File: src/rtl/instr_fetch_unit_pkg.sv
// Shared types and constants for the instruction fetch unit.
// Holds the FSM state enum and the instruction field bit positions.
package fetch_pkg;

  localparam int INSTR_W = 16;
  localparam int OPC_MSB = 15;
  localparam int OPC_LSB = 12;
  localparam int RD_MSB  = 11;
  localparam int RD_LSB  = 8;
  localparam int IMM_MSB = 7;
  localparam int IMM_LSB = 0;

  typedef enum logic [1:0] {
    IDLE,
    FETCH,
    HOLD,
    KILL
  } state_e;

endpackage

File: src/rtl/instr_fetch_unit_if.sv
// Fetch unit bus: instruction memory, branch redirect and decode handshake.
// master = fetch unit side, slave = environment (memory/execute/decode).
interface instr_fetch_unit_if
  import fetch_pkg::*;
#(
  parameter int PC_W = 16
);

  logic               imem_req;
  logic [PC_W-1:0]    imem_addr;
  logic               imem_ack;
  logic [INSTR_W-1:0] imem_rdata;
  logic               br_taken;
  logic [PC_W-1:0]    br_target;
  logic               ir_valid;
  logic               ir_ready;
  logic [3:0]         opcode;
  logic [3:0]         rd;
  logic [7:0]         imm8;
  logic [PC_W-1:0]    ir_pc;

  modport master (
    output imem_req, imem_addr,
    input  imem_ack, imem_rdata,
    input  br_taken, br_target,
    output ir_valid, opcode, rd, imm8, ir_pc,
    input  ir_ready
  );

  modport slave (
    input  imem_req, imem_addr,
    output imem_ack, imem_rdata,
    output br_taken, br_target,
    input  ir_valid, opcode, rd, imm8, ir_pc,
    output ir_ready
  );

endinterface

File: src/rtl/instr_fetch_unit_pc.sv
// Program counter: redirect load has priority over increment.
// Increment wraps naturally at the top of the address space.
module fetch_pc #(
  parameter int              PC_W     = 16,
  parameter logic [PC_W-1:0] RESET_PC = '0
) (
  input  logic            clk,
  input  logic            rst_n,
  input  logic            load_target,
  input  logic            incr,
  input  logic [PC_W-1:0] br_target,
  output logic [PC_W-1:0] pc
);

  logic [PC_W-1:0] pc_q, pc_d;

  always_comb begin
    pc_d = pc_q;
    if (load_target)
      pc_d = br_target;
    else if (incr)
      pc_d = pc_q + PC_W'(1);
  end

  always_ff @(posedge clk or negedge rst_n) begin
    if (!rst_n)
      pc_q <= RESET_PC;
    else
      pc_q <= pc_d;
  end

  assign pc = pc_q;

endmodule

File: src/rtl/instr_fetch_unit.sv
// Instruction fetch FSM with IR and field split.
// Bus outputs decode from registered state only.
module instr_fetch_unit
  import fetch_pkg::*;
#(
  parameter int              PC_W     = 16,
  parameter logic [PC_W-1:0] RESET_PC = '0
) (
  input  logic                clk,
  input  logic                rst_n,
  instr_fetch_unit_if.master  fif
);

  state_e             state_q, state_d;
  logic [INSTR_W-1:0] ir_q, ir_d;
  logic [PC_W-1:0]    irpc_q, irpc_d;
  logic [PC_W-1:0]    kaddr_q, kaddr_d;
  logic [PC_W-1:0]    pc;
  logic               load_target;
  logic               incr;

  fetch_pc #(
    .PC_W     (PC_W),
    .RESET_PC (RESET_PC)
  ) u_pc (
    .clk         (clk),
    .rst_n       (rst_n),
    .load_target (load_target),
    .incr        (incr),
    .br_target   (fif.br_target),
    .pc          (pc)
  );

  always_comb begin
    state_d     = state_q;
    ir_d        = ir_q;
    irpc_d      = irpc_q;
    kaddr_d     = kaddr_q;
    load_target = 1'b0;
    incr        = 1'b0;
    unique case (state_q)
      IDLE: begin
        load_target = fif.br_taken;
        state_d     = FETCH;
      end
      FETCH: begin
        if (fif.br_taken) begin
          load_target = 1'b1;
          kaddr_d     = pc;
          state_d     = fif.imem_ack ? FETCH : KILL;
        end else if (fif.imem_ack) begin
          ir_d    = fif.imem_rdata;
          irpc_d  = pc;
          incr    = 1'b1;
          state_d = HOLD;
        end
      end
      HOLD: begin
        if (fif.br_taken) begin
          load_target = 1'b1;
          state_d     = FETCH;
        end else if (fif.ir_ready) begin
          state_d = FETCH;
        end
      end
      KILL: begin
        // pending request keeps its address in kaddr_q
        load_target = fif.br_taken;
        if (fif.imem_ack)
          state_d = FETCH;
      end
      default: state_d = IDLE;
    endcase
  end

  always_ff @(posedge clk or negedge rst_n) begin
    if (!rst_n) begin
      state_q <= IDLE;
      ir_q    <= '0;
      irpc_q  <= '0;
      kaddr_q <= RESET_PC;
    end else begin
      state_q <= state_d;
      ir_q    <= ir_d;
      irpc_q  <= irpc_d;
      kaddr_q <= kaddr_d;
    end
  end

  assign fif.imem_req  = (state_q == FETCH) || (state_q == KILL);
  assign fif.imem_addr = (state_q == KILL) ? kaddr_q : pc;
  assign fif.ir_valid  = (state_q == HOLD);
  assign fif.opcode    = ir_q[OPC_MSB:OPC_LSB];
  assign fif.rd        = ir_q[RD_MSB:RD_LSB];
  assign fif.imm8      = ir_q[IMM_MSB:IMM_LSB];
  assign fif.ir_pc     = irpc_q;

endmodule

File: src/flat_wrapper.sv
// flat-port wrapper written by rule: the top's interface ports become plain ports
module instr_fetch_unit_flat import fetch_pkg::*;
#(
  parameter int              PC_W     = 16,
  parameter logic [PC_W-1:0] RESET_PC = '0
)
  (clk, rst_n, fif_imem_req, fif_imem_addr, fif_imem_ack, fif_imem_rdata, fif_br_taken, fif_br_target, fif_ir_valid, fif_opcode, fif_rd, fif_imm8, fif_ir_pc, fif_ir_ready);
  instr_fetch_unit_if #(.PC_W(PC_W)) fif_i ();
  input  logic clk;
  input  logic rst_n;
  output wire logic [$bits(fif_i.imem_req)-1:0] fif_imem_req;
  output wire logic [$bits(fif_i.imem_addr)-1:0] fif_imem_addr;
  input wire logic [$bits(fif_i.imem_ack)-1:0] fif_imem_ack;
  input wire logic [$bits(fif_i.imem_rdata)-1:0] fif_imem_rdata;
  input wire logic [$bits(fif_i.br_taken)-1:0] fif_br_taken;
  input wire logic [$bits(fif_i.br_target)-1:0] fif_br_target;
  output wire logic [$bits(fif_i.ir_valid)-1:0] fif_ir_valid;
  output wire logic [$bits(fif_i.opcode)-1:0] fif_opcode;
  output wire logic [$bits(fif_i.rd)-1:0] fif_rd;
  output wire logic [$bits(fif_i.imm8)-1:0] fif_imm8;
  output wire logic [$bits(fif_i.ir_pc)-1:0] fif_ir_pc;
  input wire logic [$bits(fif_i.ir_ready)-1:0] fif_ir_ready;
  assign fif_imem_req = fif_i.imem_req;
  assign fif_imem_addr = fif_i.imem_addr;
  assign fif_i.imem_ack = fif_imem_ack;
  assign fif_i.imem_rdata = fif_imem_rdata;
  assign fif_i.br_taken = fif_br_taken;
  assign fif_i.br_target = fif_br_target;
  assign fif_ir_valid = fif_i.ir_valid;
  assign fif_opcode = fif_i.opcode;
  assign fif_rd = fif_i.rd;
  assign fif_imm8 = fif_i.imm8;
  assign fif_ir_pc = fif_i.ir_pc;
  assign fif_i.ir_ready = fif_ir_ready;
  instr_fetch_unit #(.PC_W(PC_W), .RESET_PC(RESET_PC)) u_core (.clk(clk), .rst_n(rst_n), .fif(fif_i));
endmodule
File: config.mk
export PLATFORM = sky130hd
export DESIGN_NAME = instr_fetch_unit_flat
export DESIGN_NICKNAME = d
export VERILOG_FILES = /design/src/rtl/instr_fetch_unit_pkg.sv /design/src/rtl/instr_fetch_unit_if.sv /design/src/rtl/instr_fetch_unit_pc.sv /design/src/rtl/instr_fetch_unit.sv /design/src/flat_wrapper.sv
export SDC_FILE = /design/constraint.sdc
export NUM_CORES = 1
export LEC_CHECK = 0
export CAP_MARGIN = 20
export CORE_MARGIN = 4
export CORE_UTILIZATION = 25
export DETAILED_ROUTE_END_ITERATION = 8
export GPL_TIMING_DRIVEN = 0
export PLACE_DENSITY = 0.53
export SYNTH_ARGS = -nofsm -noshare
export SYNTH_HDL_FRONTEND = slang
export SYNTH_SLANG_ARGS = --single-unit
export TNS_END_PERCENT = 5
File: constraint.sdc
create_clock -name clk -period 2.8 [get_ports clk]
set_input_delay 0.56 -clock clk [delete_from_list [all_inputs] [get_ports clk]]
set_output_delay 0.56 -clock clk [all_outputs]
set_load 0.01 [all_outputs]
==> results by group <==
Status
  – Status: complete, no violations

Clock tree
  – Total CTS buffers: 9
  – CTS root buffer: clkbuf_16
  – Sink Count: 66
  – Clock-pin slew on the worst setup and hold paths: 0.06 ns
  – H-tree depth: 3
  – TritonCTS clock tree: built
  – Max Buffers Root-to-Sink: 2
  – Clock latency at the later pin of the worst-skew pair: 0.32 ns
  – # Post-CTS Setup Buffers: 0

Yosys
  – Netlist Area Pre-Place: 3030 um^2
  – Synth warnings: 0
  – #FFs+latches synth: 66
  – Ys flop type: dfrtp_1
  – Synth cell types: 39
  – Yosys top cell by area: dfrtp_1
  – Share of the synthesized area in the top cell type: 0.546
  – Largest cells by area after synthesis: dfrtp_1, nand2_1, mux2_2, o21ai_0, o311ai_0
  – Synth Net Count: 346
  – Sequential fraction of the synthesis area: 0.546
  – Top-count cell post-synth: nand2_1
  – Synth top cells by count: nand2_1, dfrtp_1, mux2_2, o21ai_0, clkbuf_1
  – Ys async rst share: 1.00
  – Syn_area_per_cell: 9.82 um^2
  – Post-Syn Instances: 308
  – Post-synth EDFFs: 0

Routing
  – Detailed-route via count: 2513
  – Initial DRC count: 137
  – Drt wl/cell: 15.2 um
  – Drt drc: 0
  – Vias per cell: 4.54
  – Pre-antenna DRT Iters: 4
  – Drt total wl: 8420 um
  – Antenna viol nets, final: 0

Floorplan
  – Row count: 39
  – Io pins: 87
  – Die Y: 118 um
  – Die area: 13900 um^2
  – Core box area: 11600 um^2
  – Initial Util: 0.261
  – Die W: 118 um

Place
  – Placer congestion estimate: 0.776
  – Post-DP Area: 4060 um^2
  – PortBufs: 86
  – Pre-CTS WS: -0.0596 ns
  – Cell total after placement: 537
  – DPL Wire Length: 5940 um

Final layout
  – Antenna diodes: 0
  – Share of layout cells above drive strength 1: 0.127
  – Post-route design area: 4370 um^2
  – Non-filler cells, final: 553
  – Area Growth Syn to Fin: 44.6%
  – Fillers: 1162
  – Nets: 443
  – Multi-input gate area: 1280 um^2
  – Core Util, Final: 0.377
  – Reg area: 1650 um^2

Timing
  – Final Skew: 0.00711 ns
  – Worst-Margin Slew: 0.865 ns
  – Final Cycle Share: 0.942
  – RSZ-0062 raised after global routing: false
  – Final Worst Setup Slack: 0.163 ns
  – Final setup vio count: 0
  – Final Hold Fails: 0
  – Hold slack: 0.350 ns
  – Max_slew headroom: 0.423
  – Max-slew violation count: 0
  – Final Critical Period: 2.64 ns
  – Fmax: 379 MHz
  – Setup TNS: 0 ns

Power and ir drop
  – Switch Pwr: 1.01 mW
  – P_leak: 1.92 nW
  – Power, Total: 3.58 mW
  – VDD IR max: 0.000313 V
  – Clock power frac: 0.315
  – Sequential share of power: 0.378
  – Switch share: 0.282
  – Power density cells: 819 nW/um^2
  – Comb pwr share: 0.307
  – Internal: 2.57 mW

Critical path
  – Max FO, Critical Path: 10
  – CP startpoint: u_core.state_q[0]
  – Crit path to: fif_imem_addr[7]
  – Critical Path Sink Type: primary output
  – Worst r2r src: u_core.state_q[1]
  – Critical Path Source Type: flip-flop
  – FF-to-FF path depth: 4
  – CP Class: reg2out
  – Required @ worst endpoint: 2.24 ns
  – Worst r2r dst: u_core.kaddr_q[13]
  – R2r setup slk: 0.98 ns
  – CP arrival: 2.08 ns

Global route
  – Antenna violations before repair: 0
  – Total gr overflow: 0
  – First-pass GRT wire length: 13900 um
  – GRT Total Usage: 0.126
  – Vias in the first global route: 2735
  – Pin count of the biggest net entering global routing: 67

Hold path
  – Worst Hold Class: in2async

Job
  – Max Cap Violations: 0
-- layout by cell type, fill, tap and decap left out, types with 3 or more instances in the layout --
cell             synthesis  routed
xnor2_1                  4       4
mux2_2                  29      29
clkbuf_16                0       9
o311ai_0                 6       6
o211ai_1                 3       3
clkbuf_1                11      13
a221o_1                  3       3
clkbuf_8                 0       3
nor4_1                   5       5
clkdlybuf4s50_1          0      85
buf_2                    3       3
inv_1                    4       4
nand3_1                  7       7
o21ai_0                 13      13
dfrtp_1                 66      66
nand2_1                114     113
nor2_1                   9       9
nor3_1                   3       3
-- logic make-up (layout without fill, tap and decap cells) --
group | Yosys count | in the layout | synth area share
AOI/OAI and AO/OA | 33 | 33 | 0.0753
buffers and inverters | 22 | 124 | 0.0314
muxes | 30 | 30 | 0.111
adders and majority gates | 1 | 1 | 0.00413
and+or+nand+nor | 151 | 151 | 0.218
xor gates and xnor gates | 5 | 5 | 0.0145
DFF | 66 | 66 | 0.546
-- power by group through the flow --
stage | Combinational (mW) | Clock (mW) | Sequential, mW
floorplan | 0.432 | 0 | 1.42
global placement | 1.10 | 0 | 1.36
detailed placement | 1.11 | 0 | 1.37
CTS | 1.13 | 1.17 | 1.36
global route | 1.21 | 1.21 | 1.39
finish | 1.10 | 1.13 | 1.35
-- critical path, cell delays in order, from the launching register on --
cell	delay, ns
dfrtp_1	0.37
buf_6	0.14
nand2_2	0.17
clkbuf_8	0.24
mux2_2	0.35
clkdlybuf4s50_1	0.49
-- cell type report --
cell class | count | share of cell area
Sequential cell | 66 | 0.378
Multi-Input combinational cell | 220 | 0.293
Timing Repair Buffer | 86 | 0.196
Clock buffer | 14 | 0.0604
Tap cell | 143 | 0.0409
Buffer | 18 | 0.0206
Clock inverter | 2 | 0.00801
Inverter | 4 | 0.00343
-- worst min path at each step --
stage	end	slack, ns	depth (start not counted)
4_1_cts	u_core.fif.ir_pc[10]	0.39	1
2_1_floorplan	u_core.fif.ir_pc[0]	0.26	0
6_report	u_core.fif.ir_pc[10]	0.35	1
3_5_place_dp	u_core.fif.ir_pc[2]	0.46	2
3_3_place_gp	u_core.fif.ir_pc[9]	0.46	2
5_1_grt	u_core.fif.ir_pc[10]	0.42	1
-- state kept, by name (all words and copies together) (netlist names) --
name and cells:
u_core.fif.ir_pc 16, u_core.ir_q 16, u_core.kaddr_q 16, u_core.state_q 2
u_core.u_pc.pc 16
-- repair_timing --
action / in CTS / in global routing
resized for setup: 4 / 0
endpoints found under the hold margin: 0 / 0
setup endpoints to repair: 10 / 0
hold buffers: 0 / 0
-- metal layers --
metal	routed length (um)	part of all wire	track usage
met2	3990	0.47	0.205
met1	3640	0.43	0.149
met5	0	0	0
met4	127	0.015	0.0388
met3	661	0.079	0.0543
Note: power is estimated with default switching activity, not from simulation.
